===== src/rtl/seg7_pkg.sv =====
// -----------------------------------------------------------------------------
// seg7_pkg
// Shared definitions for the multiplexed 7-segment driver.
//   SEG_0..SEG_9, SEG_BLANK : segment patterns {a,b,c,d,e,f,g}, MSB = a, 1 = lit
//   bcd_to_seg()            : BCD digit -> segment pattern (10..15 decode blank)
//   pol()                   : applies board polarity (inverts when active_low)
// -----------------------------------------------------------------------------
package seg7_pkg;

    localparam logic [6:0] SEG_0     = 7'b1111110;
    localparam logic [6:0] SEG_1     = 7'b0110000;
    localparam logic [6:0] SEG_2     = 7'b1101101;
    localparam logic [6:0] SEG_3     = 7'b1111001;
    localparam logic [6:0] SEG_4     = 7'b0110011;
    localparam logic [6:0] SEG_5     = 7'b1011011;
    localparam logic [6:0] SEG_6     = 7'b1011111;
    localparam logic [6:0] SEG_7     = 7'b1110000;
    localparam logic [6:0] SEG_8     = 7'b1111111;
    localparam logic [6:0] SEG_9     = 7'b1111011;
    localparam logic [6:0] SEG_BLANK = 7'b0000000;

    function automatic logic [6:0] bcd_to_seg(input logic [3:0] d);
        logic [6:0] s;
        case (d)
            4'd0:    s = SEG_0;
            4'd1:    s = SEG_1;
            4'd2:    s = SEG_2;
            4'd3:    s = SEG_3;
            4'd4:    s = SEG_4;
            4'd5:    s = SEG_5;
            4'd6:    s = SEG_6;
            4'd7:    s = SEG_7;
            4'd8:    s = SEG_8;
            4'd9:    s = SEG_9;
            default: s = SEG_BLANK;
        endcase
        return s;
    endfunction

    // 8 bits wide so it serves both the 7-bit segment bus and up to 8 digit selects.
    function automatic logic [7:0] pol(input logic [7:0] v, input logic active_low);
        return active_low ? ~v : v;
    endfunction

endpackage


===== src/rtl/seg7_scan_driver_if.sv =====
// -----------------------------------------------------------------------------
// seg7_scan_driver_if
// Bundle between the BCD producer and the scan driver.
//   bcd_in[4*NUM_DIGITS] : digit i at [4i+3:4i], digit 0 rightmost
//   load                 : capture bcd_in into the driver's shadow copy
//   blank_lz             : enable leading-zero blanking
//   blink_mask[NUM_DIGITS]: per-digit blink enable
//   seg_out[7]           : shared segment bus {a..g}, polarity adjusted
//   dig_sel[NUM_DIGITS]  : one-hot digit enable, polarity adjusted
//   frame_done           : one-cycle pulse per completed scan frame
// master = producer side, slave = driver side.
// -----------------------------------------------------------------------------
interface seg7_scan_driver_if #(
    parameter int NUM_DIGITS = 4
);
    logic [4*NUM_DIGITS-1:0] bcd_in;
    logic                    load;
    logic                    blank_lz;
    logic [NUM_DIGITS-1:0]   blink_mask;
    logic [6:0]              seg_out;
    logic [NUM_DIGITS-1:0]   dig_sel;
    logic                    frame_done;

    modport master (
        output bcd_in, load, blank_lz, blink_mask,
        input  seg_out, dig_sel, frame_done
    );

    modport slave (
        input  bcd_in, load, blank_lz, blink_mask,
        output seg_out, dig_sel, frame_done
    );
endinterface


===== src/rtl/seg7_lz_blank.sv =====
// -----------------------------------------------------------------------------
// seg7_lz_blank
// Combinational leading-zero detector.
//   digits[4*NUM_DIGITS] : shadow BCD digits, digit 0 least significant
//   blank_lz             : enable
//   lz_blank[NUM_DIGITS] : bit i = 1 when digit i and everything above it is 0;
//                          digit 0 is never blanked so a zero value still shows "0"
// -----------------------------------------------------------------------------
module seg7_lz_blank #(
    parameter int NUM_DIGITS = 4
) (
    input  logic [4*NUM_DIGITS-1:0] digits,
    input  logic                    blank_lz,
    output logic [NUM_DIGITS-1:0]   lz_blank
);
    logic seen_nonzero;

    // Prefix-OR walking down from the most significant digit.
    always_comb begin
        lz_blank     = '0;
        seen_nonzero = 1'b0;
        for (int i = NUM_DIGITS - 1; i >= 0; i--) begin
            seen_nonzero = seen_nonzero | (digits[4*i +: 4] != 4'd0);
            lz_blank[i]  = blank_lz & ~seen_nonzero & (i != 0);
        end
    end
endmodule


===== src/rtl/seg7_scan_driver.sv =====
// -----------------------------------------------------------------------------
// seg7_scan_driver
// Time-multiplexed N-digit 7-segment driver with leading-zero blanking,
// per-digit blink, output polarity select and a dead cycle at the start of
// every digit slot to suppress ghosting.
//   clk, rst : clock, asynchronous active-high reset
//   bus      : seg7_scan_driver_if.slave (bcd_in/load/blank_lz/blink_mask in,
//              seg_out/dig_sel/frame_done out, all outputs registered)
// -----------------------------------------------------------------------------
module seg7_scan_driver
    import seg7_pkg::*;
#(
    parameter int NUM_DIGITS   = 4,
    parameter int SCAN_DIV     = 1000,
    parameter int BLINK_FRAMES = 250,
    parameter bit ACTIVE_LOW   = 1'b0
) (
    input logic               clk,
    input logic               rst,
    seg7_scan_driver_if.slave bus
);
    localparam int SCW = $clog2(SCAN_DIV);
    localparam int IDW = (NUM_DIGITS > 1) ? $clog2(NUM_DIGITS) : 1;
    localparam int FCW = (BLINK_FRAMES > 1) ? $clog2(BLINK_FRAMES) : 1;

    localparam logic [SCW-1:0]        SC_LAST  = SCW'(SCAN_DIV - 1);
    localparam logic [IDW-1:0]        IDX_LAST = IDW'(NUM_DIGITS - 1);
    localparam logic [FCW-1:0]        FC_LAST  = FCW'(BLINK_FRAMES - 1);
    localparam logic [6:0]            SEG_OFF  = 7'(pol(8'h00, ACTIVE_LOW));
    localparam logic [NUM_DIGITS-1:0] DIG_OFF  = NUM_DIGITS'(pol(8'h00, ACTIVE_LOW));

    logic [4*NUM_DIGITS-1:0] shadow;
    logic [SCW-1:0]          scan_cnt;
    logic [IDW-1:0]          idx;
    logic [FCW-1:0]          frame_cnt;
    logic                    blink_phase;

    logic [6:0]              seg_p1;
    logic [NUM_DIGITS-1:0]   dig_sel_p1;
    logic                    frame_done_p1;

    logic [NUM_DIGITS-1:0]   lz_blank;
    logic                    slot_end;
    logic                    frame_end;
    logic [3:0]              cur_digit;
    logic                    cur_blank;
    logic [6:0]              cur_pattern;
    logic [NUM_DIGITS-1:0]   cur_onehot;

    seg7_lz_blank #(.NUM_DIGITS(NUM_DIGITS)) u_lz_blank (
        .digits   (shadow),
        .blank_lz (bus.blank_lz),
        .lz_blank (lz_blank)
    );

    // ---- stage p0: scan position and pattern of the digit currently scanned ----
    assign slot_end    = (scan_cnt == SC_LAST);
    assign frame_end   = slot_end && (idx == IDX_LAST);
    assign cur_digit   = shadow[{idx, 2'b00} +: 4];
    assign cur_blank   = lz_blank[idx] | (bus.blink_mask[idx] & blink_phase);
    assign cur_pattern = cur_blank ? SEG_BLANK : bcd_to_seg(cur_digit);
    assign cur_onehot  = NUM_DIGITS'(1) << idx;

    always_ff @(posedge clk or posedge rst) begin
        if (rst) begin
            shadow        <= '0;
            scan_cnt      <= '0;
            idx           <= '0;
            frame_cnt     <= '0;
            blink_phase   <= 1'b0;
            frame_done_p1 <= 1'b0;
            seg_p1        <= SEG_OFF;
            dig_sel_p1    <= DIG_OFF;
        end else begin
            if (bus.load) begin
                shadow <= bus.bcd_in;
            end

            if (slot_end) begin
                scan_cnt <= '0;
                idx      <= (idx == IDX_LAST) ? '0 : idx + 1'b1;
            end else begin
                scan_cnt <= scan_cnt + 1'b1;
            end

            if (frame_end) begin
                if (frame_cnt == FC_LAST) begin
                    frame_cnt   <= '0;
                    blink_phase <= ~blink_phase;
                end else begin
                    frame_cnt <= frame_cnt + 1'b1;
                end
            end

            // ---- stage p1: registered pin drivers ----
            frame_done_p1 <= frame_end;
            seg_p1        <= 7'(pol({1'b0, cur_pattern}, ACTIVE_LOW));
            // scan_cnt == 0 is the first cycle of a slot: keep every digit off.
            dig_sel_p1    <= (scan_cnt == '0) ? DIG_OFF
                                              : NUM_DIGITS'(pol(8'(cur_onehot), ACTIVE_LOW));
        end
    end

    assign bus.seg_out    = seg_p1;
    assign bus.dig_sel    = dig_sel_p1;
    assign bus.frame_done = frame_done_p1;
endmodule


===== src/flat_wrapper.sv =====
// flat-port wrapper written by rule: the top's interface ports become plain ports
module seg7_scan_driver_flat import seg7_pkg::*;
#(
    parameter int NUM_DIGITS   = 4,
    parameter int SCAN_DIV     = 1000,
    parameter int BLINK_FRAMES = 250,
    parameter bit ACTIVE_LOW   = 1'b0
)
  (clk, rst, bus_bcd_in, bus_load, bus_blank_lz, bus_blink_mask, bus_seg_out, bus_dig_sel, bus_frame_done);
  seg7_scan_driver_if #(.NUM_DIGITS(NUM_DIGITS)) bus_i ();
  input logic clk;
  input logic rst;
  input wire logic [$bits(bus_i.bcd_in)-1:0] bus_bcd_in;
  input wire logic [$bits(bus_i.load)-1:0] bus_load;
  input wire logic [$bits(bus_i.blank_lz)-1:0] bus_blank_lz;
  input wire logic [$bits(bus_i.blink_mask)-1:0] bus_blink_mask;
  output wire logic [$bits(bus_i.seg_out)-1:0] bus_seg_out;
  output wire logic [$bits(bus_i.dig_sel)-1:0] bus_dig_sel;
  output wire logic [$bits(bus_i.frame_done)-1:0] bus_frame_done;
  assign bus_i.bcd_in = bus_bcd_in;
  assign bus_i.load = bus_load;
  assign bus_i.blank_lz = bus_blank_lz;
  assign bus_i.blink_mask = bus_blink_mask;
  assign bus_seg_out = bus_i.seg_out;
  assign bus_dig_sel = bus_i.dig_sel;
  assign bus_frame_done = bus_i.frame_done;
  seg7_scan_driver #(.NUM_DIGITS(NUM_DIGITS), .SCAN_DIV(SCAN_DIV), .BLINK_FRAMES(BLINK_FRAMES), .ACTIVE_LOW(ACTIVE_LOW)) u_core (.clk(clk), .rst(rst), .bus(bus_i));
endmodule

===== config.mk =====
export PLATFORM = sky130hd
export DESIGN_NAME = seg7_scan_driver_flat
export DESIGN_NICKNAME = d
export VERILOG_FILES = /design/src/rtl/seg7_pkg.sv /design/src/rtl/seg7_scan_driver_if.sv /design/src/rtl/seg7_lz_blank.sv /design/src/rtl/seg7_scan_driver.sv /design/src/flat_wrapper.sv
export SDC_FILE = /design/constraint.sdc
export NUM_CORES = 1
export LEC_CHECK = 0
export CAP_MARGIN = 10
export CORE_MARGIN = 2
export CORE_UTILIZATION = 50
export DETAILED_ROUTE_END_ITERATION = 8
export DONT_BUFFER_PORTS = 1
export GPL_TIMING_DRIVEN = 0
export PLACE_DENSITY = 0.76
export SLEW_MARGIN = 20
export SYNTH_ARGS = -nofsm -noshare
export SYNTH_HDL_FRONTEND = slang
export SYNTH_HIERARCHICAL = 1
export SYNTH_SLANG_ARGS = --single-unit

===== constraint.sdc =====
create_clock -name clk -period 4.2 [get_ports clk]
set_input_delay 0.42 -clock clk [delete_from_list [all_inputs] [get_ports clk]]
set_output_delay 0.42 -clock clk [all_outputs]
set_load 0.01 [all_outputs]

==> results_dict.tcl, run 1 <==
set metrics [dict create \
    drt_iter0_markers 129 \
    clk_latency_ns 0.30 \
    yosys.area_share.simple_pct 14.37 \
    synthMuxAreaShare_pct 13.55 \
    fmax_mhz 421.3 \
    worstPathRequired_ns 4.38 \
    grt_pass1_wl_um 7921 \
    critPathMaxFanout 6 \
    async_reset_ff_share_pct 100.0 \
    wl_met2_um 2166 \
    vias 1631 \
    finalCritPeriodShare_pct 56.52 \
    finalInstanceArea_um2 2665 \
    mappedNetlistArea_um2 2465 \
    dpl-instance-area_um2 2569 \
    top_layer "met4" \
    cts_made_buffers 5 \
    ys_seq_area_share_pct 49.75 \
    htree_levels 2 \
    maxCapViolations 0 \
    wl_met3_um 235 \
    arrival_ns 2.56 \
    dp_hpwl_um 3530 \
    crit_type "flop to flop" \
    root_buffer "clkbuf_8" \
    ant_nets 0 \
    wl_per_cell_um 15.68 \
    utilization_pct 56.42 \
    fin_crit_ns 2.374 \
    clockBufferDepth 2 \
    synth_cell_types 45 \
    tightest_slew_ns 0.5030 \
    synth_top_family_by_area "simple AND/OR/NAND/NOR gates" \
    synthXorXnorAreaFrac_pct 2.487 \
    cts_tree "yes" \
    yosys_register_bits 49 \
    synth_ff_type "dfrtp_1" \
    p_leak_nw 1.152 \
    cts_resized 0 \
    grt_pass1_vias 1661 \
    die_w_um 74.21 \
    grt_max_degree 35 \
    die_y_um 74.21 \
    avgViaCountPerCell 5.586 \
    skew_ns 0.008086 \
    drive_above_1_share_pct 18.22 \
    rows 25 \
    worst_hold_path_type "input port to flop" \
    initial_utilization_pct 52.19 \
    fill_cells 397 \
    clk_pin_slew_ns 0.09 \
    whs_ns 0.2542 \
    grt_overflow 0 \
    holdCritStartpoint "bus_bcd_in[14]" \
    clock_sinks 49 \
    firstDrtPassIters 4 \
    yosysWarningCount 6 \
    synth_compound_area_share_pct 9.594 \
    gp_congestion 0.8360 \
    drc_errors 0 \
    status "finished, final reports clean" \
    setup_violations 0 \
    rsz0062_at_grt "no" \
    syn_nets 252 \
    totalNegativeSetupSlack_ns 0 \
    ir_drop_mv 0.1965 \
    hold_viol_final 0 \
    synthAdderAreaFrac_pct 6.599 \
    synth_edf_count 0 \
    grt_usage_pct 18.94 \
    slew_headroom_pct 66.47 \
    insertedDiodeCount 0 \
    reg2reg_from "u_core/shadow[12]" \
    startpoint_type "flop" \
    wl_um 4578 \
    area.growth.synth_to_final_pct 8.122 \
    slew_violations 0 \
    m1WireLength_um 2159 \
    startpoint "u_core/shadow[12]" \
    core_um2 4723 \
    syn_inst 215 \
    io_pins 36 \
    io_buffers 0 \
    antenna_found_initial 0 \
    die_area_um2 5507 \
    powerDensity_nw_per_um2 322.4 \
    nets 261 \
    avgSynthCellArea_um2 11.46 \
    p_total_mw 0.8592 \
    critPathCaptureType "flop" \
]
## flip-flops by register name, summed over array words and instances (netlist names)
name	cells
u_core/idx	2
u_core/bus.frame_done	1
u_core/scan_cnt	10
u_core/frame_cnt	8
u_core/bus.dig_sel	4
u_core/bus.seg_out	7
u_core/blink_phase	1
u_core/shadow	16
## layer usage
layer | GRT usage, % | vias up
met3 | 6.098 | 2
li1 | - | 787
met2 | 29.37 | 46
met5 | 0 | -
met4 | 5.556 | 0
met1 | 25.70 | 796
## report_power, final
| group | switching [mW] | internal (mW) | leakage [nW] |
|---|---|---|---|
| sequential | 0.0193 | 0.494 | 0.622 |
| combinational | 0.0384 | 0.0373 | 0.486 |
| clock | 0.155 | 0.115 | 0.0439 |
## critical path, cell delays in order (launching register included)
cell	delay, ns
dfrtp_1	0.40
or4b_1	0.61
nor4_2	0.37
a21oi_1	0.08
mux4_2	0.53
nand2b_1	0.15
o21ai_0	0.10
## cells in the final DEF (no fill, tap or decap), drive strengths merged, types with 2 or more instances in the layout
cell type	netlist	routed
ha	13	13
a21oi	10	10
nor4	3	3
o21ai	16	16
nand3	8	8
and3	2	2
clkinv	0	2
nand2	10	10
a21o	2	2
dfrtp	49	49
clkbuf	2	7
a21boi	2	2
and2	5	5
o31ai	3	3
nor2	10	10
inv	11	11
mux2	17	17
buf	6	7
mux4	5	5
nor3	4	4
mux2i	3	3
xor2	3	3
nor2b	5	5
xnor2	4	4
or3	2	2
a211o	2	2
and4	2	2
nand4	3	3
or4	2	2
## cells by family after synthesis
group                      count (synthesis)
and+or+nand+nor                           62
DFF                                       49
AOI/OAI and AO/OA                         39
muxes                                     25
buffers and inverters                     19
adders and majority gates                 13
xor gates and xnor gates                   7
other                                      1
## repair_timing
item,4_1_cts,5_1_grt
hold endpoints to repair,15,0
hold buffers,1,0
buffers inserted,0,0
## path summary, 6_finish.rpt
check,end,slack (ns),depth (start not counted)
min reg2reg,u_core/frame_cnt[7],0.50,1
max in group asynchronous,u_core/frame_cnt[0],3.16,3
min in group asynchronous,u_core/shadow[5],0.54,2
max,u_core/bus.seg_out[2],1.83,6
min,u_core/shadow[14],0.25,1
max reg2reg,u_core/bus.seg_out[2],1.83,6
## synthesized netlist by cell type (3+ instances only)
cell	count	share of area [%]
o31ai_1	3	0.91
nor3_1	4	0.81
xnor2_1	4	1.4
inv_1	11	1.7
mux2_2	17	7.8
o21ai_0	16	3.2
mux2i_1	3	1.2
nor2_1	10	1.5
nand3_1	8	1.6
nand4_1	3	0.76
and2_1	4	1.0
ha_1	13	6.6
a21oi_1	10	2.0
nand2_1	10	1.5
dfrtp_1	49	50
buf_2	3	0.61
mux4_2	5	4.6
nor2b_1	5	1.3
xor2_1	3	1.1
## per-stage QoR
| stage | worst slack [ns] | instances |
|---|---|---|
| after CTS | 1.884 | 292 |
| after global placement | 1.998 | 282 |
| after global routing | 1.735 | 292 |
| after detailed placement | 1.901 | 283 |
| after floorplan | 2.142 | 215 |
| final | 1.826 | 292 |
## area by class of cell
| cell class | instances | area (µm²) | share of cell area [%] |
|---|---|---|---|
| tap | 67 | 83.83 | 3.146 |
| sequential | 49 | 1226 | 46.01 |
| inverter | 11 | 41.29 | 1.549 |
| clock inverter | 3 | 17.52 | 0.6573 |
| multi-input combinational | 147 | 1152 | 43.24 |
| timing repair buffer | 2 | 30.03 | 1.127 |
| clock buffer | 5 | 68.82 | 2.582 |
| buffer | 8 | 45.04 | 1.690 |
No activity file was read; power rests on OpenSTA's default activity.
==> run 2, diff against run 1 <==
- clock period: 4.2 -> 2.4 ns (I/O delays scaled with it)
==> results_dict.tcl, run 2 (synthesis results as in run 1) <==
set metrics [dict create \
    status "finished, final reports clean" \
    firstDrtPassIters 5 \
    drc_errors 0 \
    multi_input_area_um2 1165 \
    worstPathRequired_ns 2.59 \
    hold_viol_final 0 \
    dp_hpwl_um 3530 \
    utilization_pct 56.69 \
    clk_latency_ns 0.30 \
    arrival_ns 2.43 \
    totalNegativeSetupSlack_ns 0 \
    final_common_cell "dfrtp_1" \
    die_w_um 74.21 \
    dp_cells 283 \
    p_leak_nw 1.161 \
    final_cell_mix "dfrtp_1 (49), mux2_2 (17), o21ai_0 (16)" \
    worst_hold_path_type "input port to flop" \
    cts_tree "yes" \
    cts_setup_buffers 0 \
    powerDensity_nw_per_um2 562.6 \
    clk_pin_slew_ns 0.09 \
    grt_pass1_vias 1661 \
    skew_ns 0.007694 \
    io_pins 36 \
    critPathMaxFanout 6 \
    critPathCaptureType "flop" \
    root_buffer "clkbuf_8" \
    fill_cells 393 \
    rsz0062_at_grt "no" \
    io_buffers 0 \
    regMostFlops "u_core/shadow" \
    core_um2 4723 \
    avgViaCountPerCell 5.572 \
    gp_congestion 0.8360 \
    drive_above_1_share_pct 18.67 \
    wl_per_cell_um 15.65 \
    critPathSlowestCell "or4b_4" \
    antenna_found_initial 0 \
    ir_drop_mv 0.3468 \
    fin_crit_ns 2.244 \
    wl_um 4569 \
    ant_nets 0 \
    insertedDiodeCount 0 \
    setup_violations 0 \
    startpoint_type "flop" \
    clock_sinks 49 \
    vias 1627 \
    die_y_um 74.21 \
    slew_headroom_pct 66.40 \
    crit_type "flop to flop" \
    maxCapViolations 0 \
    rows 25 \
    p_total_mw 1.506 \
    cpPeakStageDelay_ns 0.58 \
    nets 261 \
    finalInstanceArea_um2 2678 \
    tightest_slew_ns 0.5040 \
    grt_max_degree 35 \
    cp_cell_sequence "or4b_4 > nor4_4 > a21oi_1 > mux4_2 > nand2b_1 > o21ai_0" \
    regArea_um2 1226 \
    die_area_um2 5507 \
    reg_top3 "u_core/shadow x16, u_core/scan_cnt x10, u_core/frame_cnt x8" \
    drt_iter0_markers 122 \
    fmax_mhz 445.6 \
    area.growth.synth_to_final_pct 8.630 \
    initial_utilization_pct 52.19 \
    dpl-instance-area_um2 2569 \
    finalCritPeriodShare_pct 93.50 \
    htree_levels 2 \
    fin_cells 292 \
    clockBufferDepth 2 \
    grt_pass1_wl_um 7921 \
    cts_made_buffers 5 \
    largest_reg_flops 16 \
    grt_overflow 0 \
    grt_usage_pct 18.94 \
    slew_violations 0 \
]
## run 2: final timing paths
path / start / depth (start not counted) / slack (ns) / end
worst min register to register: u_core/frame_cnt[7] / 1 / 0.50 / u_core/frame_cnt[7]
worst min-delay path: bus_bcd_in[13] / 1 / 0.07 / u_core/shadow[13]
max in group asynchronous: rst / 3 / 1.54 / u_core/frame_cnt[0]
worst max-delay path: u_core/shadow[12] / 6 / 0.16 / u_core/bus.seg_out[2]
worst max register to register: u_core/shadow[12] / 6 / 0.16 / u_core/bus.seg_out[2]
min in group asynchronous: rst / 2 / 0.36 / u_core/shadow[5]
## run 2: critical path: cells and delay by family (launching register included)
kind | cells | cell delay [ns]
AND/OR/NAND/NOR | 3 | 1.02
multiplexers | 1 | 0.53
flip-flops | 1 | 0.40
AO/OA/AOI/OAI | 2 | 0.17
## run 2: power breakdown
| group | internal [mW] | leakage, nW | switching (mW) |
|---|---|---|---|
| combinational | 0.0661 | 0.495 | 0.0678 |
| sequential | 0.865 | 0.622 | 0.0351 |
| clock | 0.201 | 0.0439 | 0.271 |
| total | 1.13 | 1.16 | 0.374 |
## run 2: cell type report
cell class              count  area share, %
clock buffers               5          2.570
plain buffers               8          1.682
clock inverters             3         0.6542
inverters                  11          1.542
multi-input cells         147          43.50
flip-flops and latches     49          45.79
repair buffers              2          1.121
well taps                  67          3.131
## run 2: what timing repair did
item | in CTS | in global routing
endpoints found under the setup margin | 0 | 4
gates resized for setup | 0 | 2
hold buffers | 1 | 0
endpoints found under the hold margin | 15 | 0
## run 2: stage by stage
step | setup slack (ns) | hold slack, ns
after floorplan | 0.3423 | 0.3917
after global placement | 0.1983 | 0.3920
after detailed placement | 0.1007 | 0.1200
after CTS | 0.08419 | 0.07027
after global routing | 0.01948 | 0.05957
final | 0.1559 | 0.07447
## run 2: layer usage
metal,GRT usage [%],share of wire [%],vias to the layer above
met5,0,0,-
met4,5.556,0.37,0
met3,6.098,5.1,2
met2,29.37,47,44
met1,25.70,47,799
li1,-,-,782
==> run 3, diff against run 2 <==
- MAX_ROUTING_LAYER: default -> met4
==> results_dict.tcl, run 3 (synthesis results as in run 1) <==
set metrics [dict create \
    clk_pin_slew_ns 0.09 \
    clk_latency_ns 0.31 \
    powerDensity_nw_per_um2 563.2 \
    grt_max_degree 35 \
    combPwrFrac_pct 8.9 \
    reg2reg_from "u_core/shadow[12]" \
    nets 261 \
    drc_errors 0 \
    io_pins 36 \
    status "finished, final reports clean" \
    cts_made_buffers 5 \
    holdCritStartpoint "bus_bcd_in[14]" \
    setup_violations 0 \
    final_cell_mix "dfrtp_1 (49), mux2_2 (17), o21ai_0 (16)" \
    fin_crit_ns 2.264 \
    io_buffers 0 \
    htree_levels 2 \
    p_seq_share_pct 59.7 \
    reg_top3 "u_core/shadow x16, u_core/scan_cnt x10, u_core/frame_cnt x8" \
    die_w_um 74.21 \
    fmax_mhz 441.7 \
    startpoint_type "flop" \
    die_y_um 74.21 \
    fill_cells 393 \
    wl_per_cell_um 15.68 \
    area.growth.synth_to_final_pct 8.630 \
    core_um2 4723 \
    critPathSlowestCell "or4b_4" \
    totalNegativeSetupSlack_ns 0 \
    grt_pass1_vias 1659 \
    wl_um 4579 \
    regMostFlops "u_core/shadow" \
    grt_pass1_wl_um 7928 \
    maxCapViolations 0 \
    arrival_ns 2.45 \
    dpl_worst_slack_ns 0.1007 \
    worstPathRequired_ns 2.59 \
    critPathCaptureType "flop" \
    clock_sinks 49 \
    path_buf_inv 0 \
    ant_nets 0 \
    grt_overflow 0 \
    min_to "u_core/shadow[14]" \
    grt_usage_pct 19.54 \
    rows 25 \
    drive_above_1_share_pct 18.67 \
    vias 1636 \
    timing.final.ws_setup_ns 0.1361 \
    hold_viol_final 0 \
    slew_headroom_pct 65.90 \
    rsz0062_at_grt "no" \
    finalCritPeriodShare_pct 94.33 \
    critPathMaxFanout 6 \
    largest_reg_flops 16 \
    utilization_pct 56.69 \
    hold_depth 1 \
    firstDrtPassIters 4 \
    switchingPower_mw 0.3757 \
    antenna_found_initial 0 \
    intPower_mw 1.132 \
    cp.depth 6 \
    critPathTopFamily "simple AND/OR/NAND/NOR gates" \
    cpPeakStageDelay_ns 0.58 \
    avgViaCountPerCell 5.603 \
    crit_type "flop to flop" \
    die_area_um2 5507 \
    gp_congestion 0.8489 \
    worst_hold_path_type "input port to flop" \
    clockBufferDepth 2 \
    initial_utilization_pct 52.19 \
    p_leak_nw 1.161 \
    dp_hpwl_um 3530 \
    skew_ns 0.009327 \
    root_buffer "clkbuf_8" \
    r2r_cells 6 \
    clkPwrFrac_pct 31.4 \
    cp_cell_sequence "or4b_4 > nor4_4 > a21oi_1 > mux4_2 > nand2b_1 > o21ai_0" \
    insertedDiodeCount 0 \
    r2r_end "u_core/bus.seg_out[2]" \
    swShare_pct 24.91 \
    slew_violations 0 \
    cts_tree "yes" \
    final_common_cell "dfrtp_1" \
    r2r_slack_ns 0.14 \
    drt_iter0_markers 124 \
    ir_drop_mv 0.3488 \
    tightest_slew_ns 0.5115 \
    startpoint "u_core/shadow[12]" \
]
[run 3: cell counts in the layout (fill, tap and decap cells not counted)]
No cell type changed its count.
[run 3: per-stage QoR]
stage | power (mW) | hold slack [ns] | cell area (µm²) | std cells
2_1_floorplan | 1.012 | 0.3917 | 2465 | 215
3_3_place_gp | 1.038 | 0.3920 | 2549 | 282
3_5_place_dp | 1.048 | 0.1200 | 2569 | 283
4_1_cts | 1.520 | 0.07027 | 2665 | 292
5_1_grt | 1.584 | 0.05957 | 2678 | 292
6_report | 1.508 | 0.07298 | 2678 | 292
[run 3: power by group through the flow]
stage	sequential (mW)	combinational (mW)	clock [mW]
after floorplan	0.905	0.108	0
after global placement	0.914	0.124	0
after detailed placement	0.916	0.132	0
after CTS	0.899	0.134	0.486
after global routing	0.907	0.151	0.526
final	0.900	0.134	0.474
[run 3: final cells by class]
class	count	area (µm²)	share of cell area, %
buffer	8	45.04	1.682
tap	67	83.83	3.131
sequential	49	1226	45.79
clock buffer	5	68.82	2.570
multi-input combinational	147	1165	43.50
timing repair buffer	2	30.03	1.121
inverter	11	41.29	1.542
clock inverter	3	17.52	0.6542
[run 3: worst reg2reg max path, delay by kind of cell, from the launching register on]
kind	cells	cell delay (ns)
and+or+nand+nor	3	1.05
AOI/OAI and AO/OA	2	0.18
DFF	1	0.40
muxes	1	0.53
[run 3: metal layers]
layer	GRT usage [%]	up-vias	part of all wire (%)
met5	-	-	0
met4	5.556	0	0.96
met3	5.420	4	4.5
met2	29.37	48	47
met1	26.13	799	48
li1	-	785	-
[run 3: worst max-delay path by stage]
stage	end
finish	u_core/bus.seg_out[2]
global route	u_core/bus.seg_out[2]
CTS	u_core/bus.seg_out[2]
detailed placement	u_core/bus.seg_out[2]
global placement	u_core/bus.seg_out[0]
floorplan	u_core/bus.seg_out[0]
[run 3: repair_timing]
item,4_1_cts,5_1_grt
setup endpoints to repair,0,4
gates resized for setup,0,2
hold buffers,1,0
endpoints found under the hold margin,15,0
buffers inserted,0,0
